## config.mk

```make
export PLATFORM = sky130hd
export DESIGN_NAME = conv_seq_ctrl
export DESIGN_NICKNAME = d
export VERILOG_FILES = /design/src/rtl/conv_pkg.sv /design/src/rtl/conv_mac.sv /design/src/rtl/conv_seq_ctrl.sv
export SDC_FILE = /design/constraint.sdc
export NUM_CORES = 1
export LEC_CHECK = 0
export BUFFER_PORTS_ARGS = -buffer_cell sky130_fd_sc_hd__buf_2
export CAP_MARGIN = 40
export CORE_ASPECT_RATIO = 2
export CORE_MARGIN = 2
export CORE_UTILIZATION = 40
export DETAILED_ROUTE_END_ITERATION = 8
export GPL_ROUTABILITY_DRIVEN = 0
export HOLD_SLACK_MARGIN = 0.02
export MAX_ROUTING_LAYER = met4
export PLACE_DENSITY = 0.68
export SYNTH_ARGS = -nofsm -noshare
export SYNTH_HDL_FRONTEND = slang
export SYNTH_SLANG_ARGS = --single-unit
export TNS_END_PERCENT = 10
```

## constraint.sdc

```tcl
create_clock -name clk -period 5.05 [get_ports clk]
set_input_delay 0.505 -clock clk [delete_from_list [all_inputs] [get_ports clk]]
set_output_delay 0.505 -clock clk [all_outputs]
set_load 0.01 [all_outputs]
```

## src/rtl/conv_pkg.sv

```systemverilog
// Shared defaults, FSM encoding and index widths for the sequential convolution controller.
package conv_pkg;

    localparam int DEF_DATA_W = 4;
    localparam int DEF_N      = 8;
    localparam int DEF_OUT_W  = 2 * DEF_DATA_W + $clog2(DEF_N);
    localparam int IDX_W      = $clog2(DEF_N);
    localparam int NOUT_W     = $clog2(2 * DEF_N - 1);

    typedef enum logic [1:0] {
        LOAD = 2'd0,
        CALC = 2'd1,
        EMIT = 2'd2
    } state_e;

endpackage

```

## src/rtl/conv_mac.sv

```systemverilog
// Time-shared multiply-accumulate: one unsigned DATA_W x DATA_W product folded into a registered OUT_W sum.
module conv_mac #(
    parameter int DATA_W = 4,
    parameter int OUT_W  = 11
) (
    input  logic              clk,
    input  logic              rst_n,
    input  logic              clr_acc,
    input  logic              en,
    input  logic [DATA_W-1:0] a,
    input  logic [DATA_W-1:0] b,
    output logic [OUT_W-1:0]  acc
);

    logic [2*DATA_W-1:0] prod_s;
    logic [OUT_W-1:0]    acc_d;
    logic [OUT_W-1:0]    acc_q;

    // Product is zero-extended to OUT_W; sizing guarantees the sum never wraps.
    always_comb begin
        prod_s = {{DATA_W{1'b0}}, a} * {{DATA_W{1'b0}}, b};
        if (clr_acc) begin
            acc_d = {OUT_W{1'b0}};
        end else if (en) begin
            acc_d = acc_q + {{(OUT_W-2*DATA_W){1'b0}}, prod_s};
        end else begin
            acc_d = acc_q;
        end
    end

    // Accumulator register.
    always_ff @(posedge clk or negedge rst_n) begin
        if (!rst_n) begin
            acc_q <= {OUT_W{1'b0}};
        end else begin
            acc_q <= acc_d;
        end
    end

    assign acc = acc_q;

endmodule

```

## src/rtl/conv_seq_ctrl.sv

```systemverilog
// Sequential 2N-1 output linear convolver: loads x/h pairs, accumulates each y[n] over its valid k range, streams results.
module conv_seq_ctrl
    import conv_pkg::*;
#(
    parameter int   DATA_W = DEF_DATA_W,
    parameter int   N      = DEF_N,
    localparam int  OUT_W  = 2 * DATA_W + $clog2(N)
) (
    input  logic              clk,
    input  logic              rst_n,
    input  logic              clr,
    input  logic              in_valid,
    output logic              in_ready,
    input  logic [DATA_W-1:0] in_x,
    input  logic [DATA_W-1:0] in_h,
    output logic              out_valid,
    input  logic              out_ready,
    output logic [OUT_W-1:0]  out_data,
    output logic              out_last,
    output logic              busy
);

    localparam int IW = $clog2(N);
    localparam int NW = $clog2(2 * N - 1);

    state_e            state_q, state_d;
    logic [IW-1:0]     i_q, i_d;
    logic [IW-1:0]     k_q, k_d;
    logic [NW-1:0]     n_q, n_d;
    logic [DATA_W-1:0] x_q [N];
    logic [DATA_W-1:0] h_q [N];
    logic              in_ready_q, out_valid_q, out_last_q, busy_q;

    logic              load_we_s, clr_acc_s, mac_en_s;
    logic [IW-1:0]     kmax_s, kmin_next_s, hidx_s;
    logic [NW-1:0]     n_inc_s;
    logic [OUT_W-1:0]  acc_s;

    // k window for the current output and the start of the next one.
    always_comb begin
        n_inc_s     = n_q + {{(NW-1){1'b0}}, 1'b1};
        kmax_s      = (n_q < NW'(N)) ? n_q[IW-1:0] : IW'(N - 1);
        kmin_next_s = (n_inc_s >= NW'(N)) ? IW'(n_inc_s - NW'(N - 1)) : {IW{1'b0}};
        hidx_s      = n_q[IW-1:0] - k_q;
    end

    // Next-state and datapath control; clr overrides every handshake.
    always_comb begin
        state_d   = state_q;
        i_d       = i_q;
        k_d       = k_q;
        n_d       = n_q;
        load_we_s = 1'b0;
        clr_acc_s = 1'b0;
        mac_en_s  = 1'b0;
        if (clr) begin
            state_d   = LOAD;
            i_d       = {IW{1'b0}};
            k_d       = {IW{1'b0}};
            n_d       = {NW{1'b0}};
            clr_acc_s = 1'b1;
        end else begin
            case (state_q)
                LOAD: begin
                    if (in_valid) begin
                        load_we_s = 1'b1;
                        if (i_q == IW'(N - 1)) begin
                            state_d   = CALC;
                            i_d       = {IW{1'b0}};
                            k_d       = {IW{1'b0}};
                            n_d       = {NW{1'b0}};
                            clr_acc_s = 1'b1;
                        end else begin
                            i_d = i_q + {{(IW-1){1'b0}}, 1'b1};
                        end
                    end else begin
                        state_d = LOAD;
                    end
                end
                CALC: begin
                    mac_en_s = 1'b1;
                    if (k_q == kmax_s) begin
                        state_d = EMIT;
                    end else begin
                        k_d = k_q + {{(IW-1){1'b0}}, 1'b1};
                    end
                end
                EMIT: begin
                    if (out_ready) begin
                        clr_acc_s = 1'b1;
                        if (n_q == NW'(2 * N - 2)) begin
                            state_d = LOAD;
                            n_d     = {NW{1'b0}};
                            k_d     = {IW{1'b0}};
                        end else begin
                            state_d = CALC;
                            n_d     = n_inc_s;
                            k_d     = kmin_next_s;
                        end
                    end else begin
                        state_d = EMIT;
                    end
                end
                default: begin
                    state_d   = LOAD;
                    i_d       = {IW{1'b0}};
                    k_d       = {IW{1'b0}};
                    n_d       = {NW{1'b0}};
                    clr_acc_s = 1'b1;
                end
            endcase
        end
    end

    // State, indices and registered handshake/status outputs.
    always_ff @(posedge clk or negedge rst_n) begin
        if (!rst_n) begin
            state_q     <= LOAD;
            i_q         <= {IW{1'b0}};
            k_q         <= {IW{1'b0}};
            n_q         <= {NW{1'b0}};
            in_ready_q  <= 1'b1;
            out_valid_q <= 1'b0;
            out_last_q  <= 1'b0;
            busy_q      <= 1'b0;
        end else begin
            state_q     <= state_d;
            i_q         <= i_d;
            k_q         <= k_d;
            n_q         <= n_d;
            in_ready_q  <= (state_d == LOAD);
            out_valid_q <= (state_d == EMIT);
            out_last_q  <= (state_d == EMIT) && (n_d == NW'(2 * N - 2));
            busy_q      <= (state_d == CALC) || (state_d == EMIT);
        end
    end

    // Sample register files; clr leaves contents to be overwritten by the next frame.
    always_ff @(posedge clk or negedge rst_n) begin
        if (!rst_n) begin
            for (int j = 0; j < N; j++) begin
                x_q[j] <= {DATA_W{1'b0}};
                h_q[j] <= {DATA_W{1'b0}};
            end
        end else if (load_we_s) begin
            x_q[i_q] <= in_x;
            h_q[i_q] <= in_h;
        end else begin
            x_q[i_q] <= x_q[i_q];
            h_q[i_q] <= h_q[i_q];
        end
    end

    conv_mac #(
        .DATA_W (DATA_W),
        .OUT_W  (OUT_W)
    ) u_mac (
        .clk     (clk),
        .rst_n   (rst_n),
        .clr_acc (clr_acc_s),
        .en      (mac_en_s),
        .a       (x_q[k_q]),
        .b       (h_q[hidx_s]),
        .acc     (acc_s)
    );

    assign in_ready  = in_ready_q;
    assign out_valid = out_valid_q;
    assign out_last  = out_last_q;
    assign busy      = busy_q;
    assign out_data  = acc_s;

endmodule

```

Word-level counts from Yosys, hierarchy flattened. Index checks and enable logic that the tools add are counted.

Add/subtract/negate cells: 6. Multiply operators: 1. Magnitude comparators: 6. Equal/unequal tests: 13. Mux-type cells: 58. Bitwise operators: 3. Reductions and logical operators: 9.

Operators with widths (count): 32-bit bitwise mux (4); 32-bit 2-to-1 mux (2); 4-bit 2-to-1 mux (14); 4-bit binary-select mux with 3-bit select (4); 3-bit 2-to-1 mux (11); 11-bit 2-to-1 mux (2); 4-bit greater-or-equal comparator (second input constant) (4); 4-bit demux with 3-bit select (1); 3-bit inequality test (second input constant) (4); 3-bit inverter with 4-bit output (3); 4-bit one-hot mux with 3 select lines (1); 11-bit by 8-bit adder with 11-bit output (1); 1-bit 2-to-1 mux (10); 2-bit 2-to-1 mux (5); 3-bit one-hot mux with 3 select lines (1); 4-bit == test (second input constant) (2); 4-bit by 4-bit multiplier with 8-bit output (1); 3-bit by 1-bit adder with 3-bit output (second input constant) (2); 2-bit one-hot mux with 3 select lines (1); 3-bit one-hot mux with 2 select lines (1); 4-bit by 1-bit adder with 4-bit output (second input constant) (1); 2-bit by 1-bit == test with 1-bit output (second input constant) (2); 2-bit == test (second input constant) (2); 2-bit logical NOT (2); 14 further kinds (15).

Register bits: 91. Logic and storage cells: 121.

Longest topological paths before layout.
Depth after elaboration: 9. Depth in mapped cells: 22.

Modules after synthesis. Synthesis repeated with hierarchy kept, for this count alone.

Cell total of the unflattened synthesis: 612. Area total of the unflattened synthesis: 6027.0 um2.

By module, submodules not included: conv_seq_ctrl (instances 1, cells each 466, area an instance 4732.0 um2); conv_mac (instances 1, cells each 146, area an instance 1295.0 um2).

Worst setup path after synthesis. OpenSTA, ideal clock, no wires.

Path type: register to register. Start: register k_q[1]. End: register u_mac.acc_q[10], in the netlist u_mac.acc[10]. Library setup time: 0.136 ns. Arrival: 5.341 ns. Data required time: 4.914 ns. Path slack: -0.427 ns. Stages on the path, launching flop included: 19. Path buffers: 1. Period minus slack after synthesis: 5.477 ns. Cells stage by stage: dfrtp_1 -> buf_1 -> inv_1 -> fa_1 -> xor2_1 -> xnor2_2 -> mux4_1 -> mux2i_2 -> or2_1 -> fa_1 -> fa_1 -> fa_1 -> inv_1 -> ha_1 -> o21ai_0 -> o21a_1 -> o32ai_1 -> and3_1 -> nor3_1.

Word-level cells in the longest chain between the ends: 9. Elaborated cells on any way between the ends: 13. Those cells by class: add/sub: 2; mul: 1; mux: 8; bitwise: 2.

Ends and longest elaborated chain: start, declared (RTL line conv_seq_ctrl.sv:28) `logic [IW-1:0] k_q, k_d;`; start signal, assigned (RTL line conv_seq_ctrl.sv:120) `k_q <= {IW{1'b0}};`; start signal, assigned (RTL line conv_seq_ctrl.sv:129) `k_q <= k_d;`; 3-bit subtractor (RTL line conv_seq_ctrl.sv:44) `hidx_s = n_q[IW-1:0] - k_q;`; 3-bit inverter with 4-bit output (not written as such) (RTL line conv_seq_ctrl.sv:163) `.b (h_q[hidx_s]),`; 4-bit binary-select mux with 3-bit select (RTL line conv_seq_ctrl.sv:163); 4-bit 2-to-1 mux (not written as such) (2 in series) (RTL line conv_seq_ctrl.sv:163); 4-bit by 4-bit multiplier with 8-bit output * (RTL line conv_mac.sv:21) `prod_s = {{DATA_W{1'b0}}, a} * {{DATA_W{1'b0}}, b};`; 11-bit by 8-bit adder with 11-bit output * (RTL line conv_mac.sv:25) `acc_d = acc_q + {{(OUT_W-2*DATA_W){1'b0}}, prod_s};`; 11-bit 2-to-1 mux * (RTL line conv_mac.sv:24) `end else if (en) begin`; 11-bit 2-to-1 mux * (RTL line conv_mac.sv:22) `if (clr_acc) begin`; end signal, assigned (RTL line conv_mac.sv:34) `acc_q <= {OUT_W{1'b0}};`; end, declared (RTL line conv_mac.sv:17) `logic [OUT_W-1:0] acc_q;`.

Mark *: on every way between the ends. The rest lies on a longest branch, timed or not. The select of a mux whose other input is x is not followed. A chain may end at the register's enable or synchronous reset.

Worst setup path in the final report.
Start: register n_q[0]. End: register u_mac.acc_q[7], in the netlist u_mac.acc[7].

Word-level cells in the longest chain between the ends: 9.

Ends and longest elaborated chain: start, declared (RTL line conv_seq_ctrl.sv:29) `logic [NW-1:0] n_q, n_d;`; start signal, assigned (RTL line conv_seq_ctrl.sv:121) `n_q <= {NW{1'b0}};`; start signal, assigned (RTL line conv_seq_ctrl.sv:130) `n_q <= n_d;`; 3-bit subtractor (RTL line conv_seq_ctrl.sv:44); 3-bit inverter with 4-bit output (not written as such) (RTL line conv_seq_ctrl.sv:163); 4-bit binary-select mux with 3-bit select (RTL line conv_seq_ctrl.sv:163); 4-bit 2-to-1 mux (not written as such) (2 in series) (RTL line conv_seq_ctrl.sv:163); 4-bit by 4-bit multiplier with 8-bit output (RTL line conv_mac.sv:21); 11-bit by 8-bit adder with 11-bit output (RTL line conv_mac.sv:25); 11-bit 2-to-1 mux (RTL line conv_mac.sv:24); 11-bit 2-to-1 mux (RTL line conv_mac.sv:22).

No other way between the ends. The select of a mux whose other input is x is not followed.

==> impl_metrics.sql <==
INSERT INTO impl_metrics (metric_group, metric, value, unit) VALUES
('global_routing', 'number_of_antenna_violations_at_the_first_check_in_global_routing', '0', ''),
('final_layout', 'multi_input_area', '0.00339', 'mm^2'),
('cts', 'cts_tree', 'built', ''),
('power_and_ir_drop', 'total_leakage_power', '2.93', 'nW'),
('drt', 'drt_first_pass_iters', '6', ''),
('worst_hold_path', 'tightest_hold_check_type', 'in -> async', ''),
('timing', 'tns', '0', 'ns'),
('power_and_ir_drop', 'net-switching-power', '0.908', 'mW'),
('timing', 'relSlewSlack', '48.1', '%'),
('timing', 'worst_hold_slack', '0.0405', 'ns'),
('logic_synthesis', 'post_synth.cell_area_avg', '9.79', 'um^2'),
('floorplan', 'die_h', '175', 'um'),
('drt', 'detail_route.vias_per_cell', '5.75', ''),
('critical_path', 'worst-endpoint-arrival', '5.19', 'ns'),
('timing', 'tightestPinTransition', '0.776', 'ns'),
('floorplan', 'design.portCount', '28', ''),
('critical_path', 'cp-startpoint', 'n_q[0]', ''),
('run_status', 'run_status', 'finished, final reports clean', ''),
('drt', 'post-route-drc-count', '0', ''),
('floorplan', 'placement_rows', '62', ''),
('timing', 'final_min_period_over_clock_period', '98.0', '%'),
('cts', 'htree_num_levels', '3', ''),
('timing', 'fmax', '0.202', 'GHz'),
('global_routing', 'vias_in_the_first_global_route', '4848', ''),
('cts', 'total_of_hold_buffers_inserted_after_clock_tree_synthesis', '0', ''),
('floorplan', 'fp.coreArea', '0.0143', 'mm^2'),
('drt', 'vias', '4666', ''),
('drt', 'routed_wire_length_per_instance', '18.4', 'um'),
('critical_path', 'worstReg2RegStart', 'n_q[0]', ''),
('logic_synthesis', 'yosys.area.top_type', 'sky130_fd_sc_hd__dfrtp_1', ''),
('logic_synthesis', 'netlist_instances', '595', ''),
('power_and_ir_drop', 'p_clk_share', '27.8', '%'),
('floorplan', 'floorplan.die_area', '0.0156', 'mm^2'),
('critical_path', 'end_kind', 'flip-flop', ''),
('logic_synthesis', 'synth_simple_gate_area_share', '13.9', '%'),
('cts', 'clkSinkCount', '91', ''),
('placed_design', 'detailed_place_hpwl', '11000', 'um'),
('power_and_ir_drop', 'power.internal', '1.73', 'mW'),
('floorplan', 'die_width', '89.3', 'um'),
('logic_synthesis', 'synthMuxAreaShare', '15.7', '%'),
('logic_synthesis', 'synth_top_family_by_area', 'multiplexers', ''),
('power_and_ir_drop', 'switching_share', '34.5', '%'),
('final_layout', 'final.fill_count', '1377', ''),
('global_routing', 'wire_length_of_the_first_global_routing_pass', '24000', 'um'),
('logic_synthesis', 'post_synth_fa_ha_maj_area_fraction', '10.1', '%'),
('cts', 'clock_tree.root_cell', 'sky130_fd_sc_hd__clkbuf_16', ''),
('cts', 'cts_made_buffers', '9', ''),
('logic_synthesis', 'post_synth_xor_area_fraction', '1.33', '%'),
('drt', 'final_antenna_net_count', '0', ''),
('cts', 'clock_insertion_delay_worst_skew', '0.35', 'ns'),
('logic_synthesis', 'syn_area', '0.00583', 'mm^2'),
('logic_synthesis', 'syn_nets', '649', ''),
('global_routing', 'overflow', '0', ''),
('logic_synthesis', 'synth_enable_flop_cells', '0', ''),
('drt', 'drt-initial-drc-count', '258', ''),
('drt', 'post_route_wl', '14900', 'um'),
('logic_synthesis', 'synth_top_area_share', '38.7', '%'),
('cts', 'cts-root-to-sink-buffers', '2', ''),
('logic_synthesis', 'ys_types', '61', ''),
('final_layout', 'regArea', '0.00228', 'mm^2'),
('timing', 'period_needed', '4.95', 'ns'),
('final_layout', 'layout.nets', '669', ''),
('timing', 'fin_worst_skew', '0.00768', 'ns'),
('timing', 'finalHoldViolCount', '0', ''),
('power_and_ir_drop', 'power.sequential.fraction', '37.8', '%'),
('timing', 'report.final.slew_viol_count', '0', ''),
('placed_design', 'port-buffer-count', '27', ''),
('flow_run', 'max_cap_viols', '0', ''),
('logic_synthesis', 'main_area_contributors_after_synthesis', 'sky130_fd_sc_hd__dfrtp_1, sky130_fd_sc_hd__ha_1, sky130_fd_sc_hd__nand2_1', ''),
('critical_path', 'worst_setup_path_start_kind', 'flip-flop', ''),
('power_and_ir_drop', 'p_per_area', '397', 'mW/mm^2');
-- cell usage in the layout (no fill, tap or decap), drive strengths merged, types with 10 or more instances in the layout --
cell    count
o21ai      75
a21oi      22
dfrtp      90
mux2       14
clkbuf     10
nand3      10
buf        44
nor2       40
fa         10
mux4       20
inv        34
ha         31
mux2i      27
nand2      82
-- state kept, by name, indices dropped and copies added (netlist names) --
signal	cells
out_last	1
k_q	3
in_ready	1
x_q	32
state_q	2
i_q	3
h_q	32
busy	1
out_valid	1
u_mac.acc	11
n_q	4
-- worst paths after layout --
check,endpoint,cells past startpoint,slack (ns)
setup reg to reg,u_mac.acc[7],19,0.1
min in group clk,i_q[1],2,0.47
hold / removal,x_q[18],1,0.04
hold reg to reg,h_q[5],2,0.51
max in group asynchronous,u_mac.acc[0],3,4.19
setup / recovery,u_mac.acc[7],19,0.1
-- area by class of cell --
class | instances | area share (%)
inverter | 33 | 1.87
timing repair buffer | 44 | 4.30
multi-input combinational | 436 | 51.1
clock buffer | 10 | 3.45
clock inverter | 6 | 1.34
tap | 192 | 3.62
sequential | 91 | 34.4
-- cell usage after synthesis (6+ instances only) --
cell                       instances
sky130_fd_sc_hd__or2_1             7
sky130_fd_sc_hd__nor2_1           40
sky130_fd_sc_hd__buf_2             6
sky130_fd_sc_hd__inv_1            33
sky130_fd_sc_hd__clkbuf_1         25
sky130_fd_sc_hd__nor3_1            8
sky130_fd_sc_hd__mux4_2           12
sky130_fd_sc_hd__mux2_2           10
sky130_fd_sc_hd__fa_1             10
sky130_fd_sc_hd__a21oi_1          22
sky130_fd_sc_hd__mux2i_1          26
sky130_fd_sc_hd__nand3_1          10
sky130_fd_sc_hd__mux4_1            8
sky130_fd_sc_hd__ha_1             31
sky130_fd_sc_hd__o21ai_1          54
sky130_fd_sc_hd__dfrtp_1          90
sky130_fd_sc_hd__o21ai_0          21
sky130_fd_sc_hd__nor2b_1           7
sky130_fd_sc_hd__nand2_1          82
-- layer usage --
metal / GRT usage [%] / vias to the layer above / part of all wire, %
li1: - / 2168 / -
met1: 20.4 / 2316 / 35
met2: 37.5 / 133 / 58
met3: 2.17 / 49 / 2.8
met4: 12.3 / 0 / 4.4
met5: - / - / 0
-- repair_timing --
action,4_1_cts,5_1_grt
endpoints found under the setup margin,2,6
setup buffers,0,1
resized for setup,2,16
pin swaps,0,13
-- per-stage QoR --
stage / instance area [um^2] / power [mW] / utilization [%] / worst slack [ns] / std cells
finish: 6630 / 2.63 / 46.5 / 0.0987 / 812
global route: 6630 / 2.79 / 46.5 / -0.182 / 812
CTS: 6550 / 2.52 / 45.9 / 0.00795 / 811
detailed placement: 6230 / 1.79 / 43.6 / -0.00549 / 795
global placement: 6200 / 1.74 / 43.4 / 0.0783 / 794
floorplan: 5870 / 1.56 / - / -0.00505 / 595
-- power by group through the flow --
stage / Sequential (mW) / Clock (mW) / Combinational, mW
after floorplan: 0.954 / 0 / 0.601
after global placement: 0.994 / 0 / 0.750
after detailed placement: 1.01 / 0 / 0.782
after CTS: 0.992 / 0.742 / 0.788
after global routing: 1.01 / 0.770 / 1.01
final: 0.996 / 0.732 / 0.905
-- critical path, cell delays in order, from the launching register on --
cell	delay, ns
sky130_fd_sc_hd__dfrtp_1	0.39
sky130_fd_sc_hd__inv_2	0.08
sky130_fd_sc_hd__ha_1	0.14
sky130_fd_sc_hd__inv_1	0.05
sky130_fd_sc_hd__fa_2	0.34
sky130_fd_sc_hd__xor2_2	0.16
sky130_fd_sc_hd__xnor2_2	0.24
sky130_fd_sc_hd__mux4_2	0.54
sky130_fd_sc_hd__mux2i_2	0.17
sky130_fd_sc_hd__or2_1	0.15
sky130_fd_sc_hd__fa_1	0.42
sky130_fd_sc_hd__fa_1	0.46
sky130_fd_sc_hd__fa_1	0.53
sky130_fd_sc_hd__inv_2	0.05
sky130_fd_sc_hd__ha_4	0.27
sky130_fd_sc_hd__a211oi_4	0.28
sky130_fd_sc_hd__nor2_1	0.14
sky130_fd_sc_hd__o21ai_2	0.15
sky130_fd_sc_hd__mux2i_1	0.20
sky130_fd_sc_hd__nand2_1	0.07
-- kinds of logic after synthesis --
group                      Yosys count
AOI/OAI and AO/OA                  147
DFF                                 91
and+or+nand+nor                    179
xor gates and xnor gates             8
muxes                               61
buffers and inverters               68
adders and majority gates           41
Note: power is estimated with default switching activity, not from simulation.
